<file path="src/rtl/audio_pkg.sv">
// Shared types and helpers for the audio mixer: volume format, FSM state
// encoding and the saturating excess-code converter.
package audio_pkg;

  localparam int VOL_W     = 4;
  localparam int VOL_SHIFT = 4;

  typedef enum logic [1:0] {
    IDLE = 2'd0,
    ACC  = 2'd1,
    OUT  = 2'd2
  } state_e;

  typedef struct packed {
    logic        clip;
    logic [31:0] word;
  } sat_t;

  function automatic int clog2(input int n);
    int r;
    for (r = 0; (1 << r) < n; r++) begin
    end
    return r;
  endfunction

  // word[ow-1:0] is the saturated, scaled sum with its MSB inverted;
  // the bits above ow are don't-care for the caller.
  function automatic sat_t sat_to_excess(input logic signed [31:0] acc, input int ow);
    logic signed [31:0] scaled;
    logic signed [31:0] hi;
    logic signed [31:0] lo;
    logic signed [31:0] lim;
    sat_t               r;
    scaled = acc >>> VOL_SHIFT;
    hi     = (32'sd1 <<< (ow - 1)) - 32'sd1;
    lo     = -(32'sd1 <<< (ow - 1));
    r.clip = 1'b0;
    lim    = scaled;
    if (scaled > hi) begin
      lim    = hi;
      r.clip = 1'b1;
    end else if (scaled < lo) begin
      lim    = lo;
      r.clip = 1'b1;
    end
    r.word = lim ^ (32'sd1 <<< (ow - 1));
    return r;
  endfunction

endpackage

</file>
<file path="src/rtl/audio_mix_seq_if.sv">
// Source-side bundle of the audio mixer: sample strobe, channel inputs,
// flag clear, and the DAC word with its status outputs.
interface audio_mix_seq_if
  import audio_pkg::*;
#(
  parameter int CHANNELS = 4,
  parameter int IW       = 8,
  parameter int OW       = 8
);

  logic                      ce_sample;
  logic [CHANNELS*IW-1:0]    ch_data;
  logic [CHANNELS*VOL_W-1:0] ch_vol;
  logic [CHANNELS-1:0]       ch_mute;
  logic                      clr_flags;
  logic [OW-1:0]             d;
  logic                      d_valid;
  logic                      busy;
  logic                      clip;
  logic                      overrun;

  modport master (
    output ce_sample, ch_data, ch_vol, ch_mute, clr_flags,
    input  d, d_valid, busy, clip, overrun
  );

  modport slave (
    input  ce_sample, ch_data, ch_vol, ch_mute, clr_flags,
    output d, d_valid, busy, clip, overrun
  );

endinterface

</file>
<file path="src/rtl/audio_mac.sv">
// Registered signed multiply-accumulate: acc += sample * unsigned volume,
// with synchronous clear and enable.
module audio_mac
  import audio_pkg::*;
#(
  parameter int IW = 8,
  parameter int AW = 15
) (
  input  logic                 clock,
  input  logic                 reset,
  input  logic                 clr_i,
  input  logic                 en_i,
  input  logic signed [IW-1:0] sample_i,
  input  logic [VOL_W-1:0]     vol_i,
  output logic signed [AW-1:0] acc_o
);

  logic signed [IW+VOL_W:0] prod;
  logic signed [AW-1:0]     acc_q;

  // Volume is zero-extended so 15 stays positive in the signed product.
  assign prod  = sample_i * $signed({1'b0, vol_i});
  assign acc_o = acc_q;

  // NOTE: sequential state is updated with <= so every flop samples pre-edge values.
  always_ff @(posedge clock) begin
    if (reset || clr_i) begin
      acc_q <= '0;
    end else if (en_i) begin
      acc_q <= acc_q + AW'(prod);
    end
  end

endmodule

</file>
<file path="src/rtl/audio_mix_seq.sv">
// Time-multiplexed audio mixer: latches all channels on ce_sample, runs them
// through one shared MAC, saturates, and drives the DAC in excess code.
module audio_mix_seq
  import audio_pkg::*;
#(
  parameter int CHANNELS = 4,
  parameter int IW       = 8,
  parameter int OW       = 8
) (
  input logic            clock,
  input logic            reset,
  audio_mix_seq_if.slave mix
);

  localparam int IDXW = (CHANNELS > 1) ? clog2(CHANNELS) : 1;
  localparam int AW   = IW + VOL_W + 1 + clog2(CHANNELS);

  localparam logic [1:0] S_IDLE = IDLE;
  localparam logic [1:0] S_ACC  = ACC;
  localparam logic [1:0] S_OUT  = OUT;

  logic [1:0]                state_q, state_d;
  logic [IDXW-1:0]           idx_q, idx_d;
  logic [OW-1:0]             d_q, d_d;
  logic                      d_valid_q, d_valid_d;
  logic                      clip_q, clip_d;
  logic                      overrun_q, overrun_d;
  logic [CHANNELS*IW-1:0]    data_q;
  logic [CHANNELS*VOL_W-1:0] vol_q;
  logic [CHANNELS-1:0]       mute_q;

  logic                      start;
  logic                      last;
  logic signed [IW-1:0]      cur_sample;
  logic [VOL_W-1:0]          cur_vol;
  logic signed [AW-1:0]      acc;
  sat_t                      sat;
  logic                      unused_sat;

  assign start      = (state_q == S_IDLE) && mix.ce_sample;
  assign last       = (idx_q == IDXW'(CHANNELS - 1));
  assign cur_sample = data_q[idx_q*IW +: IW];
  assign cur_vol    = mute_q[idx_q] ? '0 : vol_q[idx_q*VOL_W +: VOL_W];

  audio_mac #(
    .IW (IW),
    .AW (AW)
  ) u_mac (
    .clock    (clock),
    .reset    (reset),
    .clr_i    (start),
    .en_i     (state_q == S_ACC),
    .sample_i (cur_sample),
    .vol_i    (cur_vol),
    .acc_o    (acc)
  );

  assign sat        = sat_to_excess(32'(acc), OW);
  assign unused_sat = ^sat.word[31:OW];

  always_comb begin
    // NOTE: every output gets a default first, so no path can infer a latch.
    state_d   = state_q;
    idx_d     = idx_q;
    d_d       = d_q;
    d_valid_d = 1'b0;
    unique case (state_q)
      S_IDLE: begin
        if (mix.ce_sample) begin
          state_d = S_ACC;
          idx_d   = '0;
        end
      end
      S_ACC: begin
        idx_d = last ? '0 : idx_q + 1'b1;
        if (last) state_d = S_OUT;
      end
      S_OUT: begin
        d_d       = sat.word[OW-1:0];
        d_valid_d = 1'b1;
        state_d   = S_IDLE;
      end
      default: state_d = S_IDLE;
    endcase

    // Set beats clear when both land in the same cycle.
    clip_d    = clip_q;
    overrun_d = overrun_q;
    if (mix.clr_flags) begin
      clip_d    = 1'b0;
      overrun_d = 1'b0;
    end
    if (state_q == S_OUT && sat.clip) clip_d = 1'b1;
    if (mix.ce_sample && state_q != S_IDLE) overrun_d = 1'b1;
  end

  always_ff @(posedge clock) begin
    if (reset) begin
      state_q   <= S_IDLE;
      idx_q     <= '0;
      d_q       <= OW'(1) << (OW - 1);
      d_valid_q <= 1'b0;
      clip_q    <= 1'b0;
      overrun_q <= 1'b0;
    end else begin
      state_q   <= state_d;
      idx_q     <= idx_d;
      d_q       <= d_d;
      d_valid_q <= d_valid_d;
      clip_q    <= clip_d;
      overrun_q <= overrun_d;
    end
  end

  // NOTE: shadow registers are always loaded before use, so they carry no reset.
  always_ff @(posedge clock) begin
    if (start) begin
      data_q <= mix.ch_data;
      vol_q  <= mix.ch_vol;
      mute_q <= mix.ch_mute;
    end
  end

  assign mix.d       = d_q;
  assign mix.d_valid = d_valid_q;
  assign mix.busy    = (state_q != S_IDLE);
  assign mix.clip    = clip_q;
  assign mix.overrun = overrun_q;

endmodule

</file>
<file path="src/flat_wrapper.sv">
// flat-port wrapper written by rule: the top's interface ports become plain ports
module audio_mix_seq_flat import audio_pkg::*;
#(
  parameter int CHANNELS = 4,
  parameter int IW       = 8,
  parameter int OW       = 8
)
  (clock, reset, mix_ce_sample, mix_ch_data, mix_ch_vol, mix_ch_mute, mix_clr_flags, mix_d, mix_d_valid, mix_busy, mix_clip, mix_overrun);
  audio_mix_seq_if #(.CHANNELS(CHANNELS), .IW(IW), .OW(OW)) mix_i ();
  input logic clock;
  input logic reset;
  input wire logic [$bits(mix_i.ce_sample)-1:0] mix_ce_sample;
  input wire logic [$bits(mix_i.ch_data)-1:0] mix_ch_data;
  input wire logic [$bits(mix_i.ch_vol)-1:0] mix_ch_vol;
  input wire logic [$bits(mix_i.ch_mute)-1:0] mix_ch_mute;
  input wire logic [$bits(mix_i.clr_flags)-1:0] mix_clr_flags;
  output wire logic [$bits(mix_i.d)-1:0] mix_d;
  output wire logic [$bits(mix_i.d_valid)-1:0] mix_d_valid;
  output wire logic [$bits(mix_i.busy)-1:0] mix_busy;
  output wire logic [$bits(mix_i.clip)-1:0] mix_clip;
  output wire logic [$bits(mix_i.overrun)-1:0] mix_overrun;
  assign mix_i.ce_sample = mix_ce_sample;
  assign mix_i.ch_data = mix_ch_data;
  assign mix_i.ch_vol = mix_ch_vol;
  assign mix_i.ch_mute = mix_ch_mute;
  assign mix_i.clr_flags = mix_clr_flags;
  assign mix_d = mix_i.d;
  assign mix_d_valid = mix_i.d_valid;
  assign mix_busy = mix_i.busy;
  assign mix_clip = mix_i.clip;
  assign mix_overrun = mix_i.overrun;
  audio_mix_seq #(.CHANNELS(CHANNELS), .IW(IW), .OW(OW)) u_core (.clock(clock), .reset(reset), .mix(mix_i));
endmodule
</file>
<file path="config.mk">
export PLATFORM = sky130hd
export DESIGN_NAME = audio_mix_seq_flat
export DESIGN_NICKNAME = d
export VERILOG_FILES = /design/src/rtl/audio_pkg.sv /design/src/rtl/audio_mix_seq_if.sv /design/src/rtl/audio_mac.sv /design/src/rtl/audio_mix_seq.sv /design/src/flat_wrapper.sv
export SDC_FILE = /design/constraint.sdc
export NUM_CORES = 1
export LEC_CHECK = 0
export BUFFER_PORTS_ARGS = -buffer_cell sky130_fd_sc_hd__buf_2
export CAP_MARGIN = 30
export CORE_MARGIN = 2
export CORE_UTILIZATION = 63
export CTS_CLUSTER_DIAMETER = 100
export CTS_CLUSTER_SIZE = 10
export DETAILED_ROUTE_END_ITERATION = 16
export MAX_ROUTING_LAYER = met4
export PLACE_DENSITY_LB_ADDON = 0.2
export SYNTH_ARGS = -nofsm -noshare
export SYNTH_HDL_FRONTEND = slang
export SYNTH_SLANG_ARGS = --single-unit
</file>
<file path="constraint.sdc">
create_clock -name clock -period 11.05 [get_ports clock]
set_input_delay 1.105 -clock clock [delete_from_list [all_inputs] [get_ports clock]]
set_output_delay 1.105 -clock clock [all_outputs]
set_load 0.01 [all_outputs]
</file>
After elaboration in Yosys (flattened, before gate mapping)
Cells that the tools add are included. W data, S select, Z words.

Output and inout bits: 12. Bits of input ports: 56. Flip-flop bits (word level): 82. Logic and storage cells: 52.

Eq/ne operators: 5. Multiplexer cells: 17. $mul: 1. Shift operators: 2. Reduce and logical (&&, ||, !) cells: 11. Add/sub/neg operators: 2. Bitwise gates (word level): 1. Order comparisons: 3.

Operator list (number): $shiftx A32 B6 Y8 (1); $mux W8 (2); $shiftx A16 B5 Y4 (1); $add A15 B13 Y15 (1); $mul A8 B5 Y13 (1); $gt A11 B8 Y1 const B (1); $lt A11 B8 Y1 const B (1); $mux W2 (4); $pmux W2 S2 (2); $reduce_bool A2 Y1 (4); $mux W1 (7); $eq A2 B2 Y1 const B (2); $mux W4 (1); $reduce_and A2 Y1 (2); $logic_and A1 B1 Y1 (3); $lt A2 B3 Y1 const B (1); $add A2 B1 Y2 const B (1); $bmux W1 S2 (1); $eq A2 B1 Y1 const B (1); $logic_not A2 Y1 (1); $ne A2 B1 Y1 const B (1); $ne A2 B2 Y1 const B (1); $logic_or A1 B1 Y1 (1); $not A1 Y1 (1).

Logic depth before layout (Yosys ltp)
Gate-level depths: netlist of the first run.

Word-level depth: 5. Gate-level depth with buffers: 18. Gate-level depth less buffers: 16.

Hierarchy
A second synthesis of the first run with hierarchy kept.

Cells, all modules: 419. Area total of the unflattened synthesis: 5018.6 um2.

Modules (own cells, without submodules): audio_mix_seq (cells each 143, times used 1, area each 2613.8 um2); audio_mac (cells each 276, times used 1, area each 2404.8 um2).

Worst setup path before layout of the first run
Ideal clock, no wire load.

Kind: reg-to-reg. From: reg u_core.idx_q[0]. To: reg u_core.u_mac.acc_q[13], in the netlist u_core.u_mac.acc_o[13]. Cell stages (with the launch flop): 17. Setup time: 0.125 ns. Period minus slack after synthesis: 4.487 ns. Path slack: 6.563 ns. Data arrival time: 4.362 ns. Path through: dfxtp_1 -> buf_6 -> buf_2 -> mux4_2 -> and2_4 -> inv_1 -> fa_1 -> fa_1 -> fa_1 -> inv_1 -> ha_1 -> clkbuf_1 -> a21o_1 -> a31o_2 -> a31oi_1 -> xor2_1 -> o21ai_0.

Longest elaborated chain between the ends: 5. Elaborated cells on any way between the ends: 7.

RTL lines: start: declaration (line audio_mix_seq.sv:23) `logic [IDXW-1:0] idx_q, idx_d;`; start signal: assignment (line audio_mix_seq.sv:107) `idx_q <= idx_d;`; parallel branches: the longest is 3 deep, another holds $shiftx A16 B5 Y4; $mul A8 B5 Y13 (*) (line audio_mac.sv:22) `assign prod = sample_i * $signed({1'b0, vol_i});`; $add A15 B13 Y15 (*) (line audio_mac.sv:30) `acc_q <= acc_q + AW'(prod);`; end signal: assignment (line audio_mac.sv:30); end: declaration (line audio_mac.sv:19) `logic signed [AW-1:0] acc_q;`.

Every way passes the cells marked *. The select of a mux whose other input is x is not followed. A chain may end at the register's enable or synchronous reset.

Final worst setup path of the first run
From: reg u_core.idx_q[0]. To: reg u_core.u_mac.acc_q[12], in the netlist u_core.u_mac.acc_o[12].

The elaborated chain is that of the path after synthesis.

==> results.json, run 1 <==
{
  "grt_usage": 0.243,
  "layout-drive-gt1-share": 0.215,
  "final_cell_mix": "67 x buf_2, 64 x inv_1, 52 x edfxtp_1, 39 x nand2_1, 32 x fa_1",
  "clk_path_buf_depth": 2,
  "gr-total-overflow": 0,
  "yosysWarnings": 0,
  "synthMuxAreaShare": 0.0593,
  "synthCells": 432,
  "cts_setup_buffers": 0,
  "synth-compound-area-share": 0.0943,
  "via_count": 3307,
  "async_flop_share": 0,
  "fin_skew_ns": 0.0140,
  "cpMaxStageDelayCell": "mux4_2",
  "grt_first_pass_wirelength_microns": 15400,
  "cp-end-kind": "flop",
  "post-dp-hpwl_microns": 7270,
  "drt-total-wl_microns": 9120,
  "period_share": 0.448,
  "cp_max_fo": 13,
  "grtUsageMet3": 0.0496,
  "nets": 617,
  "ir_drop_v": 0.000102,
  "antenna_found_initial": 0,
  "ant_nets": 0,
  "arrival_ns": 5.26,
  "worst_setup_path_start_kind": "flop",
  "relSlewSlack": 0.409,
  "cts_resized": 0,
  "synth_top_flop_cell": "edfxtp_1",
  "area_growth_pct": 12.1,
  "clkSinkCount": 82,
  "synth.avg_cell_area_sq_um": 11.4,
  "syn-cell-area_sq_um": 4940,
  "slew_violations": 0,
  "yosysSeqAreaShare": 0.438,
  "fp.dieH_microns": 92.5,
  "holdBufCountCts": 0,
  "whs_path_depth": 2,
  "antenna_cells": 0,
  "clockRootBuffer": "clkbuf_8",
  "fillers": 567,
  "initial_core_util": 0.646,
  "grt_pass1_vias": 3402,
  "wl_per_cell_microns": 15.1,
  "placement.cell_area_sq_um": 5360,
  "hold_viol": 0,
  "crit_top_cell": "fa_1",
  "drt_iter0_markers": 103,
  "cp.required_ns": 11.36,
  "crit_path_cell_trace": "buf_4, mux4_2, nor2b_4, and2_4, inv_1, fa_1, fa_1, fa_1, inv_1, ha_1, o211a_1, o31a_1, o21ai_0, a2111o_1, nand3_1",
  "outcome": "finished clean",
  "grt_max_degree": 57,
  "synth_xor_area_frac": 0.0142,
  "maxCapViolations": 0,
  "power_density_nw_per_um2": 147,
  "rsz0062_at_grt": "false",
  "htree_levels": 3,
  "synth_nets": 551,
  "vias_per_cell": 5.47,
  "synthSimpleGateAreaFrac": 0.123,
  "fmax_ghz": 0.202,
  "ioPinCount": 68,
  "slowest_delay_ns": 0.66,
  "leakagePower_nw": 2.38,
  "drc": 0,
  "design_area_sq_um": 5530,
  "fin_total_pwr_w": 0.000815,
  "synthAdderAreaFrac": 0.208,
  "numCtsBuffers": 9,
  "reg2reg_depth": 15,
  "synth_top_family_by_area": "adder cells",
  "final_common_cell": "buf_2",
  "port_buffers": 67,
  "ys_types": 49,
  "fin_ws_ns": 6.10,
  "design.die.area_sq_um": 8560,
  "top_usage_layer": "met2",
  "timing.reg2reg.setup_slack_ns": 6.10,
  "dr.pass1.iters": 4,
  "min_period_ns": 4.95,
  "tns_ns": 0,
  "clock_latency_ns": 0.36,
  "whs_ns": 0.452,
  "cts.clk_slew.worst_paths_ns": 0.10,
  "synth_edf_count": 52,
  "die_x_microns": 92.5,
  "hp-class": "flop to flop",
  "pre_cts_ws_ns": 6.12,
  "core_area_sq_um": 7650,
  "tightest_slew_ns": 0.886,
  "gp_congestion": 0.874,
  "critical_path_class": "flop to flop",
  "cts_tree": "yes",
  "use_met2": 0.409,
  "use_met1": 0.290,
  "setup_viol": 0,
  "synth-seq-cells": 82,
  "rows": 32
}
worst max-delay path, delay by kind of cell, from the launching register on:
family          cells  cell delay [ns]
fa+ha+maj           4             1.87
flops               1             0.40
compound gates      4             0.98
buf+inv             3             0.46
simple gates        3             0.51
mux                 1             0.66
where the power goes:
part	internal (W)	switching, W	total [W]
registers	0.000346	0.0000110	0.000357
logic	0.000107	0.000152	0.000258
clock network	0.0000844	0.000115	0.000199
metrics by stage:
step                      instances   util
after floorplan                 432      -
after global placement          589  0.700
after detailed placement        589  0.700
after CTS                       605  0.723
after global routing            605  0.723
final                           605  0.723
metal layers:
layer | up-vias | wire length, microns
li1 | 1611 | -
met1 | 1580 | 3840
met2 | 95 | 4610
met3 | 21 | 466
met4 | 0 | 199
met5 | - | 0
logic make-up after synthesis:
group                    after synthesis
adder cells (fa/ha/maj)               63
flip-flops                            82
XOR/XNOR                               8
buffers and inverters                 79
multiplexers                          13
AO/OA/AOI/OAI                         73
AND/OR/NAND/NOR                      114
layout make-up:
cell class              instances  area (sq um)  share of cell area
repair buffers                 69           350              0.0633
multi-input cells             271          2470               0.447
inverters                      65           244              0.0441
flip-flops and latches         82          2160               0.391
clock inverters                 6          48.8             0.00882
clock buffers                  10           128              0.0231
well taps                     102           128              0.0231
flip-flops by register name (all words and copies together), names as in the netlist:
signal	flops
u_core.data_q	32
u_core.vol_q	16
u_core.u_mac.acc_o	15
u_core.mix.d	8
u_core.mute_q	4
u_core.idx_q	2
u_core.state_q	2
u_core.mix.clip	1
u_core.mix.d_valid	1
u_core.mix.overrun	1
synthesized netlist by cell type (5+ instances only):
master | number | area share
ha_1 | 31 | 0.079
inv_1 | 64 | 0.049
o211ai_1 | 9 | 0.014
and2_1 | 20 | 0.025
clkbuf_1 | 9 | 0.0068
dfxtp_1 | 30 | 0.12
o21ai_0 | 12 | 0.012
nand2_1 | 39 | 0.030
nor2_1 | 19 | 0.014
a211oi_1 | 5 | 0.0076
edfxtp_1 | 52 | 0.32
mux4_2 | 13 | 0.059
a21oi_1 | 27 | 0.027
a21o_1 | 5 | 0.0076
nand3_1 | 6 | 0.0061
fa_1 | 32 | 0.13
worst paths after layout:
kind | from | to
max reg2reg | u_core.idx_q[0] | u_core.u_mac.acc_o[12]
max | u_core.idx_q[0] | u_core.u_mac.acc_o[12]
min reg2reg | u_core.mix.d[5] | u_core.mix.d[5]
min | u_core.mix.d[5] | u_core.mix.d[5]
Power figures use the tool's default switching activity.
==> run 2: changes to the inputs <==
--- a/config.mk
+++ b/config.mk
@@ -8,7 +8,7 @@
 export BUFFER_PORTS_ARGS = -buffer_cell sky130_fd_sc_hd__buf_2
 export CAP_MARGIN = 30
 export CORE_MARGIN = 2
-export CORE_UTILIZATION = 63
+export CORE_UTILIZATION = 52
 export CTS_CLUSTER_DIAMETER = 100
 export CTS_CLUSTER_SIZE = 10
 export DETAILED_ROUTE_END_ITERATION = 16
==> constraint.sdc (replaced) <==
create_clock -name clock -period 4 [get_ports clock]
set_input_delay 0.4 -clock clock [delete_from_list [all_inputs] [get_ports clock]]
set_output_delay 0.4 -clock clock [all_outputs]
set_load 0.01 [all_outputs]
==> results.json, run 2 (synthesized netlist as in run 1, its figures left out) <==
{
  "outcome": "complete, but fails checks",
  "violations": "negative setup slack",
  "gr-total-overflow": 0,
  "relSlewSlack": 0.443,
  "core_area_sq_um": 9240,
  "antenna_found_initial": 0,
  "hp-class": "input port to flop",
  "regMostFlops": "u_core.data_q",
  "rows": 35,
  "maxCapViolations": 0,
  "wl_per_cell_microns": 14.8,
  "leakagePower_nw": 2.69,
  "ir_drop_v": 0.000280,
  "tns_ns": -2.56,
  "largest_register_ffs": 32,
  "min_delay_worst_endpoint": "u_core.data_q[8]",
  "clk_path_buf_depth": 2,
  "slowest_delay_ns": 0.57,
  "grt_usage": 0.225,
  "dr.pass1.iters": 4,
  "clkPwrFrac": 0.230,
  "crit_path_cell_trace": "mux4_2, nor2b_4, buf_4, nand2_1, fa_1, fa_1, fa_1, inv_1, ha_4, nor2b_4, o31a_1, buf_6, or3_1, nand3_1, a21oi_1",
  "internal_power_w": 0.00184,
  "pre_cts_ws_ns": -0.491,
  "via_count": 3599,
  "gp_congestion": 0.882,
  "r2r-end": "u_core.u_mac.acc_o[8]",
  "tightest_slew_ns": 0.835,
  "grt_first_pass_wirelength_microns": 17300,
  "period_share": 1.09,
  "final_cell_mix": "67 x buf_2, 54 x inv_1, 52 x edfxtp_1, 51 x buf_4, 36 x nand2_1",
  "slew_violations": 0,
  "clock_latency_ns": 0.36,
  "numCtsBuffers": 9,
  "cp_num_buf_inv": 3,
  "initial_core_util": 0.534,
  "comb_power_share": 0.414,
  "switching_share": 0.331,
  "ioPinCount": 68,
  "htree_levels": 3,
  "port_buffers": 67,
  "clkSinkCount": 82,
  "critPathTopFamily": "adder cells",
  "reg2reg_depth": 15,
  "whs_ns": 0.205,
  "cpMaxStageDelayCell": "mux4_2",
  "die_x_microns": 101,
  "worst_setup_path_start_kind": "flop",
  "grt_pass1_vias": 3811,
  "fin_skew_ns": 0.0133,
  "drc": 0,
  "drt-total-wl_microns": 10300,
  "fp.dieH_microns": 101,
  "whs_path_depth": 1,
  "min_period_ns": 4.37,
  "area_growth_pct": 28.3,
  "cp-end-kind": "flop",
  "grt_max_degree": 56,
  "crit_top_cell": "fa_1",
  "arrival_ns": 4.58,
  "antenna_cells": 0,
  "post-dp-hpwl_microns": 7630,
  "fin_ws_ns": -0.370,
  "setup_viol": 9,
  "power_switching_w": 0.000911,
  "reg2reg_from": "u_core.idx_q[0]",
  "cp_max_fo": 7,
  "fmax_ghz": 0.229,
  "fin_total_pwr_w": 0.00276,
  "fin_util": 0.685,
  "vias_per_cell": 5.21,
  "cts_tree": "yes",
  "clockRootBuffer": "clkbuf_8",
  "critical_path_class": "flop to flop",
  "cts.clk_slew.worst_paths_ns": 0.09,
  "seq_power_share": 0.357,
  "drt_iter0_markers": 89,
  "hold_viol": 0,
  "design.die.area_sq_um": 10300,
  "timing.reg2reg.setup_slack_ns": -0.37,
  "layout-drive-gt1-share": 0.374,
  "cp.required_ns": 4.21,
  "power_density_nw_per_um2": 435,
  "ant_nets": 0,
  "min_from": "mix_ch_data[8]",
  "nets": 676,
  "final_common_cell": "buf_2",
  "rsz0062_at_grt": "true"
}
-- run 2: cell types whose count changed in the layout (fill, tap and decap cells not counted), moves of 6 or more --
cell	previous run	this run
ha_4	0	10
inv_1	64	54
buf_6	0	9
ha_1	31	21
inv_2	1	10
buf_4	2	51
o21ai_1	0	6
o21ai_0	12	3
-- run 2: worst max path at each step --
stage,from,slack [ns],cells after the start,endpoint
6_report,u_core.idx_q[0],-0.37,15,u_core.u_mac.acc_o[8]
5_1_grt,u_core.idx_q[0],-0.53,15,u_core.u_mac.acc_o[8]
4_1_cts,u_core.idx_q[0],-0.33,16,u_core.u_mac.acc_o[10]
3_5_place_dp,u_core.idx_q[0],-0.49,15,u_core.u_mac.acc_o[11]
3_3_place_gp,u_core.idx_q[0],-0.42,15,u_core.u_mac.acc_o[11]
2_1_floorplan,u_core.idx_q[0],-0.45,16,u_core.u_mac.acc_o[13]
-- run 2: per-layer routing --
metal / share of wire / GRT usage / vias up
li1: - / - / 1736
met1: 0.43 / 0.272 / 1760
met2: 0.51 / 0.374 / 77
met3: 0.032 / 0.0442 / 26
met4: 0.026 / 0.0884 / 0
met5: 0 / - / -
-- run 2: stage by stage --
stage | cells | instance area [sq um]
after CTS | 682 | 6180
final | 691 | 6330
after floorplan | 432 | 5000
after global placement | 659 | 5780
after global routing | 691 | 6330
after detailed placement | 659 | 5780
-- run 2: cell type report --
type	count	area, sq um
clock inverter	5	41.3
inverter	65	248
fill	718	2910
sequential	82	2170
multi-input combinational	271	2700
tap	129	161
timing repair buffer	128	840
clock buffer	11	174
-- run 2: power groups by stage --
stage               sequential [W]  clock (W)  combinational, W
floorplan                 0.000994          0          0.000597
global placement           0.00100          0          0.000883
detailed placement         0.00100          0          0.000914
CTS                       0.000984   0.000646           0.00101
global route              0.000989   0.000679           0.00127
finish                    0.000983   0.000633           0.00114
-- run 2: repair_timing --
item,4_1_cts,5_1_grt
setup buffers,7,9
endpoints found under the setup margin,10,11
hold buffers,0,0
pin swaps,23,31
resized for setup,28,27
